<file path="src/rtl/fetch.sv">
// Instruction fetch stage: owns the PC, issues word requests, queues responses for decode.
// Optional FETCH_ALIGN_CHECK_EN: a misaligned redirect yields one faulting NOP entry, then stalls.
module fetch #(
  parameter logic [31:0] RESET_PC = 32'h0000_0000,
  parameter int          DEPTH    = 2
) (
  input  logic        clk,
  input  logic        rst_n,
  output logic        imem_req,
  output logic [31:0] imem_addr,
  input  logic        imem_gnt,
  input  logic        imem_rvalid,
  input  logic [31:0] imem_rdata,
  input  logic        redirect,
  input  logic [31:0] redirect_pc,
  output logic        insn_valid,
  output logic [31:0] insn,
  output logic [31:0] insn_pc,
  input  logic        insn_ready
`ifdef FETCH_ALIGN_CHECK_EN
  ,
  output logic        insn_fault
`endif
);
  localparam int AW = $clog2(DEPTH);
  localparam int CW = AW + 1;

  logic [31:0]   pc_reg;
  logic          started_reg;
  logic [CW-1:0] live_reg;
  logic [CW-1:0] stale_reg;
  logic [CW-1:0] occ_reg;
  logic [AW-1:0] q_rd_reg;
  logic [AW-1:0] q_wr_reg;
  logic [AW-1:0] pf_rd_reg;
  logic [AW-1:0] pf_wr_reg;
  logic [31:0]   q_insn [DEPTH];
  logic [31:0]   q_pc   [DEPTH];
  logic [31:0]   pf_pc  [DEPTH];

  logic [CW+1:0] inflight;
  logic          grant;
  logic          rsp_stale;
  logic          rsp_live;
  logic          rsp_any;
  logic          pop;
  logic          push;
  logic          run_ok;
  logic          fault_push;
  logic [31:0]   push_insn;
  logic [31:0]   push_pc;

`ifdef FETCH_ALIGN_CHECK_EN
  localparam logic [31:0] NOP = 32'h0000_0013;
  typedef enum logic [1:0] {S_RUN, S_FAULT_WAIT, S_FAULT_HOLD} state_t;
  state_t      state_reg;
  logic [31:0] fault_pc_reg;
  logic        q_fault [DEPTH];
  logic        misaligned;

  assign misaligned = redirect_pc[1:0] != 2'b00;
  assign run_ok     = state_reg == S_RUN;
  // The fault entry waits until every stale response has drained.
  assign fault_push = (state_reg == S_FAULT_WAIT) && (stale_reg == '0) && !redirect;
  assign push_insn  = fault_push ? NOP : imem_rdata;
  assign push_pc    = fault_push ? fault_pc_reg : pf_pc[pf_rd_reg];
  assign insn_fault = q_fault[q_rd_reg];
`else
  logic unused_pc_bits;

  assign unused_pc_bits = ^redirect_pc[1:0];
  assign run_ok         = 1'b1;
  assign fault_push     = 1'b0;
  assign push_insn      = imem_rdata;
  assign push_pc        = pf_pc[pf_rd_reg];
`endif

  // Every outstanding request, stale or live, reserves a queue slot.
  assign inflight   = {2'b00, live_reg} + {2'b00, stale_reg} + {2'b00, occ_reg};
  assign imem_req   = started_reg && !redirect && run_ok && (inflight < (CW+2)'(DEPTH));
  assign imem_addr  = pc_reg;
  assign grant      = imem_req && imem_gnt;
  assign rsp_stale  = imem_rvalid && (stale_reg != '0);
  assign rsp_live   = imem_rvalid && (stale_reg == '0) && (live_reg != '0);
  assign rsp_any    = rsp_stale || rsp_live;
  assign insn_valid = occ_reg != '0;
  assign pop        = insn_valid && insn_ready;
  assign push       = rsp_live || fault_push;
  assign insn       = q_insn[q_rd_reg];
  assign insn_pc    = q_pc[q_rd_reg];

  always_ff @(posedge clk or negedge rst_n) begin
    if (!rst_n) begin
      pc_reg      <= RESET_PC;
      started_reg <= 1'b0;
      live_reg    <= '0;
      stale_reg   <= '0;
      occ_reg     <= '0;
      q_rd_reg    <= '0;
      q_wr_reg    <= '0;
      pf_rd_reg   <= '0;
      pf_wr_reg   <= '0;
      for (int i = 0; i < DEPTH; i++) begin
        q_insn[i] <= '0;
        q_pc[i]   <= '0;
        pf_pc[i]  <= '0;
      end
`ifdef FETCH_ALIGN_CHECK_EN
      state_reg    <= S_RUN;
      fault_pc_reg <= '0;
      for (int i = 0; i < DEPTH; i++) q_fault[i] <= 1'b0;
`endif
    end else begin
      started_reg <= 1'b1;
      if (redirect) begin
        // All outstanding requests become stale; a response arriving now retires one of them.
        stale_reg <= stale_reg + live_reg - CW'(rsp_any);
        live_reg  <= '0;
        occ_reg   <= '0;
        q_rd_reg  <= '0;
        q_wr_reg  <= '0;
        pf_rd_reg <= '0;
        pf_wr_reg <= '0;
        pc_reg    <= {redirect_pc[31:2], 2'b00};
`ifdef FETCH_ALIGN_CHECK_EN
        state_reg    <= misaligned ? S_FAULT_WAIT : S_RUN;
        fault_pc_reg <= redirect_pc;
`endif
      end else begin
        if (grant) begin
          pc_reg           <= pc_reg + 32'd4;
          pf_pc[pf_wr_reg] <= pc_reg;
          pf_wr_reg        <= pf_wr_reg + AW'(1);
        end
        live_reg <= live_reg + CW'(grant) - CW'(rsp_live);
        if (rsp_stale) stale_reg <= stale_reg - CW'(1);
        if (rsp_live) pf_rd_reg <= pf_rd_reg + AW'(1);
        if (push) begin
          q_insn[q_wr_reg] <= push_insn;
          q_pc[q_wr_reg]   <= push_pc;
          q_wr_reg         <= q_wr_reg + AW'(1);
        end
        if (pop) q_rd_reg <= q_rd_reg + AW'(1);
        occ_reg <= occ_reg + CW'(push) - CW'(pop);
`ifdef FETCH_ALIGN_CHECK_EN
        if (push) q_fault[q_wr_reg] <= fault_push;
        if (fault_push) state_reg <= S_FAULT_HOLD;
`endif
      end
    end
  end

endmodule

</file>
<file path="config.mk">
export PLATFORM = sky130hd
export DESIGN_NAME = fetch
export DESIGN_NICKNAME = d
export VERILOG_FILES = /design/src/rtl/fetch.sv
export SDC_FILE = /design/constraint.sdc
export NUM_CORES = 1
export LEC_CHECK = 0
export BUFFER_PORTS_ARGS = -buffer_cell sky130_fd_sc_hd__clkbuf_2
export CORE_MARGIN = 3
export CORE_UTILIZATION = 44
export DETAILED_ROUTE_END_ITERATION = 7
export SYNTH_ARGS = -nofsm -noshare
export SYNTH_HDL_FRONTEND = slang
export SYNTH_SLANG_ARGS = --single-unit
</file>
<file path="constraint.sdc">
create_clock -name clk -period 8.5 [get_ports clk]
set_clock_uncertainty 0.15 [all_clocks]
set_input_delay 1.7 -clock clk [delete_from_list [all_inputs] [get_ports clk]]
set_output_delay 1.7 -clock clk [all_outputs]
set_load 0.1 [all_outputs]
</file>
Word-level counts from Yosys, hierarchy flattened
Cells that the tools add are included.

Output and inout bits: 98. Register bits: 235. Word-level logic and storage cells: 92. Input port bits: 70.

Multiplexer cells: 30. Reduce and logical (&&, ||, !) cells: 21. $add $sub $neg: 14. Bitwise logic cells: 5. Magnitude comparators: 7.

Operator list (count): $mux 32 (13); $bwmux 64 (3); $demux 32 s1 (2); $add 32x3->32 const B (1); $reduce_bool 2->1 (7); $logic_and 1x1->1 (9); $ge 2x2->1 const B (4); $mux 1 (8); $mux 2 (4); $not 1->2 (4); $sub 2x1->2 (3); $add 1x1->1 const B (4); $add 2x1->2 (2); $add 3x2->4 (1); $lt 2x1->1 const B (2); $lt 4x2->1 const B (1); $reduce_and 2->1 (2); $add 2x2->3 (1); $add 2x2->2 (1); $logic_not 2->1 (1); $sub 2x1->2 const B (1); $logic_not 1->1 (1); $logic_or 1x1->1 (1); $not 1->1 (1).

Logic depth before layout (Yosys ltp)
Gate-level depths: netlist of run 1.

Depth after elaboration: 8. Depth in mapped cells: 15. Depth with buffers taken out: 13.

Least setup slack after synthesis of run 1
Ideal clock, no wire load.

Kind: input to output. Start: in redirect. End: out imem_req. Stages: 2. Arrival time: 2739 ps. Data required time: 6650 ps. Setup slack: 3911 ps. Path buffers: 0. Cell sequence: nor4b_2 -> and2_1.

Word-level cells in the longest chain between the ends: 3.

Ends and longest elaborated chain: start, declared (line 14) `input logic redirect,`; $logic_not 1->1 (line 80) `assign imem_req = started_reg && !redirect && run_ok && (inflight < (CW+2)'(DEPTH));`; $logic_and 1x1->1 (2 in a row) (line 80); end, declared (line 9) `output logic imem_req,`.

No other way between the ends.

Worst setup path in the final report of run 1
Same ends and word-level chain as after synthesis.

==> results by group, run 1 <==
Run status
  – Status: finished clean

Worst setup path
  – Setup CP Type: in2out
  – Critical path peak fanout: 58
  – Crit path buf inv count: 3
  – Crit-path max cell delay: 0.45 ns
  – FF-to-FF End: pf_pc[59]
  – Largest delay contributor family on the critical path: buffers and inverters
  – Critical path arrival: 3.02 ns
  – Top cell by count, worst path: clkbuf_2
  – R2R Path Start: live_reg[1]
  – Worst Setup End Kind: primary output
  – Worst r2r path cells: 11
  – Worst-path cell chain: clkbuf_2 > buf_4 > nor4b_2 > and2_1 > clkbuf_2
  – Slowest CP cell: clkbuf_2
  – CP Launch Type: input port
  – Flop-to-flop setup slack: 4.48 ns
  – Critical Path RT: 6.65 ns

Final layout
  – Storage cell area: 5630 um^2
  – Area of the multi-input gates: 4350 um^2
  – N_diodes: 0
  – Largest register FFs: 64
  – Top Registers: q_insn: 64 flops, pf_pc: 60 flops, q_pc: 60 flops
  – Filler cell count: 2,076
  – Fraction of layout cells with a size suffix above 1: 41.1%
  – Largest register by flop count: q_insn
  – Number of nets in the layout: 1,073
  – Synthesis-to-finish area growth: 19.0%
  – Post-route cell area: 12,200 um^2

STA
  – Fmax: 205 MHz
  – Worst-case hold slack: 0.341 ns
  – Final WS setup: 3.63 ns
  – Post-route minimum period: 4.87 ns
  – Final Cycle Share: 57.3%
  – Final setup fails: 0
  – Final Hold Fails: 0
  – Unrepaired setup endpoints after global routing: false
  – Pins Over Slew Limit: 0
  – Slew @ Worst Pin: 1.06 ns
  – Relative slew slack: 29.2%
  – Setup TNS: 0 ns

Clock tree
  – CTS tree: built
  – CTS root buffer: clkbuf_16
  – Clk buf depth: 3
  – Clock Latency Late Sink: 0.51 ns
  – Worst-path clk slew: 0.06 ns
  – # Post-CTS Setup Buffers: 0
  – Cts repair resizes: 0
  – # hold bufs at CTS: 0
  – TritonCTS Buffers: 25
  – Htree depth: 1
  – Sink Count: 225

Yosys
  – Post-synth cell types: 48
  – Avg Cell Area, Syn: 12.1 um^2
  – Synth Instances: 846
  – Register area share after synthesis: 54.9%
  – Seq cells post-synth: 225
  – Synth Cell Area: 10,300 um^2
  – Ys flop type: dfrtp_1
  – Synth warn: 0
  – Share of async-settable or async-resettable flops after synthesis: 100%
  – EDFF count, synth: 0

Drt
  – DRT Pass-1 Iters: 4
  – ANT nets after route: 0
  – Initial drt markers: 334
  – Final WL: 22.3 mm
  – DRC Markers: 0
  – Vias per std cell: 5.17
  – Vias: 6,833
  – Avg WL per Cell: 16.9 um

Power and ir drop
  – Sw frac: 46.4%
  – P_sw: 0.00227 W
  – VDD IR max: 0.201 mV
  – Power per cell area: 401 nW/um^2
  – Clk pwr share: 23.7%
  – Seq pwr share: 31.7%
  – Comb pwr share: 44.5%
  – Static Leak: 5.93 nW
  – Int Pwr: 0.00262 W

GRT
  – Grt ovf: 0
  – Vias in the first global route: 7,140
  – Initial antenna violation count: 0
  – Largest net degree at the start of global routing: 97
  – Total track usage: 18.0%
  – First-pass GRT wire length: 37.8 mm

Placed design
  – Place WS: 3.57 ns
  – DPL Wire Length: 14.6 mm
  – GP Congestion: 0.730
  – Placed cell area: 11,300 um^2
  – Port Buf Inserts: 161

Die
  – Total core area: 22,800 um^2
  – Chip height: 159 um
  – Chip width: 159 um
  – Die ar.: 25,200 um^2
  – Initial Utilization: 45.1%
  – Number of I/O pins: 168
  – Core Rows: 55

Min path
  – Hold Crit Class: reg2reg
  – Min-delay src: pf_pc[29]
  – Worst Hold Endpoint: pf_pc[29]
  – Hold Crit Depth: 2

Job
  – Max-cap viol count: 0
-- layout by cell type (no fill, tap or decap), types with 4 or more instances in the layout --
master / instances
dfrtp_1: 223
a21o_1: 4
and3_1: 4
a22oi_1: 4
clkbuf_2: 160
o21ai_0: 21
nand3_1: 22
buf_4: 10
inv_1: 10
a31oi_1: 4
a21oi_1: 68
clkbuf_16: 25
o211ai_1: 5
clkbuf_8: 6
and2_1: 4
bufinv_16: 5
mux2_2: 185
nand4_1: 12
clkinv_2: 6
ha_1: 11
mux2i_1: 33
nand2_1: 35
xor2_1: 10
xnor2_1: 10
o311ai_0: 5
conb_1: 5
or4_1: 4
nor2_1: 75
-- area by class of cell --
type	count	area share [%]
clock inverters	13	1.60
flip-flops and latches	225	46.1
well taps	313	3.21
clock buffers	32	5.83
multi-input cells	557	35.6
inverters	11	0.338
repair buffers	171	7.30
-- metal layers --
| layer | track usage [%] | vias up | share of wire (%) | wire, um |
|---|---|---|---|---|
| met5 | 0 | - | 0 | 0 |
| met1 | 26.0 | 3373 | 48 | 10800 |
| met4 | 3.66 | 0 | 1.8 | 399 |
| li1 | - | 3280 | - | - |
| met2 | 28.9 | 156 | 46 | 10200 |
| met3 | 2.92 | 24 | 4.5 | 994 |
-- worst register-to-register path, delay by kind of cell (launching register included) --
kind | cells | cell delay [ns]
DFF | 1 | 0.39
adders and majority gates | 2 | 0.83
buffers and inverters | 5 | 1.15
and+or+nand+nor | 3 | 0.99
muxes | 1 | 0.39
-- how the worst max path moves through the flow --
stage,from,end,slack [ns],depth (start not counted)
2_1_floorplan,redirect,imem_req,3.91,2
3_3_place_gp,redirect,imem_req,3.57,5
3_5_place_dp,redirect,imem_req,3.57,5
4_1_cts,redirect,imem_req,3.58,5
5_1_grt,redirect,imem_req,3.51,5
6_report,redirect,imem_req,3.63,5
-- power by group through the flow --
stage / Sequential [W] / Combinational, W / Clock (W)
2_1_floorplan: 0.00166 / 0.00174 / 0
3_3_place_gp: 0.00156 / 0.00218 / 0
3_5_place_dp: 0.00157 / 0.00220 / 0
4_1_cts: 0.00156 / 0.00220 / 0.00120
5_1_grt: 0.00160 / 0.00230 / 0.00124
6_report: 0.00155 / 0.00218 / 0.00116
-- cells in the mapped netlist, types with 11 or more instances --
master	instances	area share [%]
a21oi_1	68	3.3
buf_2	26	1.3
clkbuf_1	17	0.62
dfrtp_1	225	55
ha_1	11	1.3
mux2_2	185	20
mux2i_1	33	3.2
nand2_1	35	1.3
nand3_1	22	1.1
nand4_1	12	0.73
nor2_1	76	2.8
o21ai_0	21	1.0
-- through the flow --
stage               utilization (%)  cells  total power, W
floorplan                         -    849         0.00340
global placement               49.6   1277         0.00374
detailed placement             49.6   1277         0.00377
CTS                            53.6   1322         0.00496
global route                   53.6   1322         0.00514
finish                         53.6   1322         0.00489
-- cell families (layout without fill, tap and decap cells) --
logic type	after synthesis	in the layout	synth area share [%]
flops	225	225	54.9
mux	218	218	23.5
simple gates	182	182	8.55
compound gates	120	120	6.73
buf+inv	67	227	3.02
xor+xnor	20	20	1.71
fa+ha+maj	12	12	1.54
other cells	2	5	0.0732
Note: power is estimated with default switching activity, not from simulation.
==> run 2, diff against run 1 <==
--- a/config.mk
+++ b/config.mk
@@ -5,6 +5,7 @@
 export SDC_FILE = /design/constraint.sdc
 export NUM_CORES = 1
 export LEC_CHECK = 0
+export ABC_AREA = 1
 export BUFFER_PORTS_ARGS = -buffer_cell sky130_fd_sc_hd__clkbuf_2
 export CORE_MARGIN = 3
 export CORE_UTILIZATION = 44
==> constraint.sdc (replaced) <==
create_clock -name clk -period 4.6 [get_ports clk]
set_clock_uncertainty 0.15 [all_clocks]
set_input_delay 0.92 -clock clk [delete_from_list [all_inputs] [get_ports clk]]
set_output_delay 0.92 -clock clk [all_outputs]
set_load 0.1 [all_outputs]
==> run 2 against run 1 <==
Net effect: largest power group unchanged; sequential power is 81% higher; first-iteration DRC count is 90% higher; via count is 32% higher; sequential cell count stayed put; sequential share of layout area is 1.7 points lower; critical path depth is 3 higher; total power is 88% higher; non-clock buffer count is 7 higher; register-to-register slack worse by 2.6 ns; worst setup slack worse by 2.7 ns.
==> results by group, run 2 <==
GRT
  – Initial antenna violation count: 0 (unchanged)
  – Total track usage: 19.5% (+1.5 points)
  – Grt ovf: 0 (unchanged)
  – First-pass GRT wire length: 43.0 mm (+14%)
  – Largest net degree at the start of global routing: 131 (+35%)
  – Vias in the first global route: 8,549 (+20%)

Worst setup path
  – Slowest CP cell: fa_1
  – Top cell by count, worst path: inv_1
  – Worst-path cell chain: inv_1 > fa_1 > inv_1 > ha_1 > nor2_1 > nand3_2 > inv_1 > clkbuf_2
  – Crit path buf inv count: 4 (+1)
  – CP Launch Type: flop
  – Flop-to-flop setup slack: 1.88 ns (-2.60 ns)
  – Crit-path max cell delay: 0.53 ns (+0.08 ns)
  – Critical path arrival: 2.63 ns (-0.39 ns)
  – Largest delay contributor family on the critical path: adder cells
  – Critical path peak fanout: 4 (-93%)
  – Critical Path RT: 3.53 ns (-3.12 ns)
  – Worst Setup End Kind: primary output
  – Setup CP Type: reg2out

Drt
  – Avg WL per Cell: 13.6 um (-19%)
  – Final WL: 25.8 mm (+16%)
  – DRT Pass-1 Iters: 5 (+1)
  – Vias: 9,014 (+32%)
  – Vias per std cell: 4.76 (-7.9%)
  – ANT nets after route: 0 (unchanged)
  – Initial drt markers: 635 (+90%)
  – DRC Markers: 0 (unchanged)

Final layout
  – Fraction of layout cells with a size suffix above 1: 16.1% (-25 points)
  – Most common cell after layout, fill and taps aside: nand2_1
  – Most frequent cells in the layout: 624 x nand2_1, 224 x dfrtp_1, 160 x clkbuf_2
  – Synthesis-to-finish area growth: 16.1%
  – Post-route cell area: 12,700 um^2 (+3.8%)
  – N_diodes: 0 (unchanged)
  – Filler cell count: 2,433 (+17%)
  – Top Registers: q_insn: 64 flops, pf_pc: 60 flops, q_pc: 60 flops
  – Number of nets in the layout: 1,635 (+52%)
  – Post-route insts no fill: 1,893 (+43%)
  – Largest register by flop count: q_insn
  – Largest register FFs: 64 (unchanged)

STA
  – Final WS setup: 0.896 ns (-2.73 ns)
  – Setup TNS: 0 ns (unchanged)
  – Unrepaired setup endpoints after global routing: false
  – Post-route minimum period: 3.70 ns
  – Final Cycle Share: 80.5%
  – Relative slew slack: 23.4% (-5.9 points)
  – Final setup fails: 0 (unchanged)
  – Fmax: 270 MHz
  – Final Hold Fails: 0 (unchanged)
  – Pins Over Slew Limit: 0 (unchanged)
  – Slew @ Worst Pin: 1.14 ns (+0.0807 ns)

Yosys
  – Top cells by count, synth: 624 x nand2_1, 225 x dfrtp_1, 135 x inv_1
  – Synth Cell Area: 10,900 um^2 (+6.4%)
  – Synth Instances: 1,417 (+67%)
  – Avg Cell Area, Syn: 7.70 um^2 (-37%)
  – Seq cells post-synth: 225 (unchanged)
  – Share of async-settable or async-resettable flops after synthesis: 100% (unchanged)
  – Synth warn: 0 (unchanged)
  – Yosys top cell by area: dfrtp_1
  – Area share of the largest cell type after synthesis: 51.6% (-3.3 points)
  – EDFF count, synth: 0 (unchanged)
  – Largest cells by area after synthesis: dfrtp_1 52%, nand2_1 21%, inv_1 4.6%, o21ai_1 4.6%, o21ai_0 3.7%
  – Post-synth cell types: 31 (-35%)
  – Register area share after synthesis: 51.6% (-3.3 points)
  – Ys flop type: dfrtp_1
  – Top-count cell post-synth: nand2_1

Die
  – Core Rows: 57 (+3.6%)
  – Total core area: 24,300 um^2 (+6.8%)
  – Chip width: 163 um (+3.0%)
  – Chip height: 163 um (+3.0%)
  – Die ar.: 26,700 um^2 (+6.1%)
  – Number of I/O pins: 168 (unchanged)
  – Initial Utilization: 44.9% (-0.18 points)

Clock tree
  – Cts repair resizes: 0 (unchanged)
  – Worst-path clk slew: 0.06 ns (about the same)
  – # Post-CTS Setup Buffers: 0 (unchanged)
  – CTS root buffer: clkbuf_16
  – Clock Latency Late Sink: 0.52 ns (about the same)
  – # hold bufs at CTS: 0 (unchanged)
  – CTS tree: built
  – TritonCTS Buffers: 26 (+4.0%)
  – Sink Count: 225 (unchanged)
  – Clk buf depth: 3 (unchanged)
  – Htree depth: 1 (unchanged)

Placed design
  – GP Congestion: 0.860 (+18%)
  – DPL Wire Length: 17.4 mm (+19%)
  – Placed Cells: 1,849 (+45%)
  – Placed cell area: 11,900 um^2 (+5.3%)
  – Place WS: 1.41 ns (-2.16 ns)
  – Port Buf Inserts: 161 (unchanged)

Run status
  – Status: finished clean

Min path
  – Hold Crit Class: reg2reg

Power and ir drop
  – VDD IR max: 0.578 mV (+190%)
  – Static Leak: 6.76 nW (+14%)
  – Power per cell area: 725 nW/um^2 (+81%)
  – Total power: 0.00919 W (+88%)

Job
  – Max-cap viol count: 0 (unchanged)
## run 2: cell families (layout without fill, tap and decap cells)
logic type                 Yosys count  count (layout)  synth area share (%)
AOI/OAI and AO/OA                  207             207                  10.3
xor gates and xnor gates            12              12                 0.963
adders and majority gates           12              12                  1.44
buffers and inverters              213             362                  8.58
DFF                                225             225                  51.6
other                                2               5                0.0688
and+or+nand+nor                    746             746                  27.1
## run 2: worst reg2reg max path: stages, from the launching register on
cell	delay (ns)
dfrtp_1	0.42
inv_1	0.09
fa_1	0.53
inv_1	0.04
ha_1	0.18
nor2_1	0.19
nand4_2	0.11
buf_4	0.20
ha_1	0.28
inv_1	0.04
ha_1	0.18
xor2_1	0.15
nor2_1	0.05
## run 2: power by group
group	internal (W)	leakage [nW]	total, W	switching (W)
registers	0.00250	2.90	0.00281	0.000308
clock network	0.00110	0.387	0.00188	0.000783
logic	0.000752	3.48	0.00449	0.00374
## run 2: routing by layer
metal	GRT usage (%)	wire length, um
met4	4.73	528
met1	29.2	12800
met5	0	0
met2	29.9	11100
met3	2.79	1370
## run 2: layout make-up
type	instances	area (um^2)	area share, %
clock buffer	36	729	5.75
clock inverter	8	43.8	0.345
inverter	140	526	4.15
multi-input combinational	982	4360	34.4
sequential	225	5630	44.4
tap	324	405	3.20
timing repair buffer	178	981	7.74
## run 2: final timing paths
path / startpoint / endpoint / cells past startpoint
max: live_reg[1] / imem_req / 8
min: q_pc[11] / q_pc[11] / 2
max reg2reg: live_reg[1] / live_reg[1] / 12
min reg2reg: q_pc[11] / q_pc[11] / 2
max in group asynchronous: rst_n / pf_pc[62] / 2
min in group asynchronous: rst_n / q_insn[9] / 1
## run 2: per-stage QoR
| stage | utilization (%) | hold WS (ns) |
|---|---|---|
| global placement | 48.9 | 0.306 |
| detailed placement | 48.9 | 0.309 |
| floorplan | - | 0.292 |
| global route | 52.1 | 0.344 |
| CTS | 52.1 | 0.324 |
| finish | 52.1 | 0.321 |
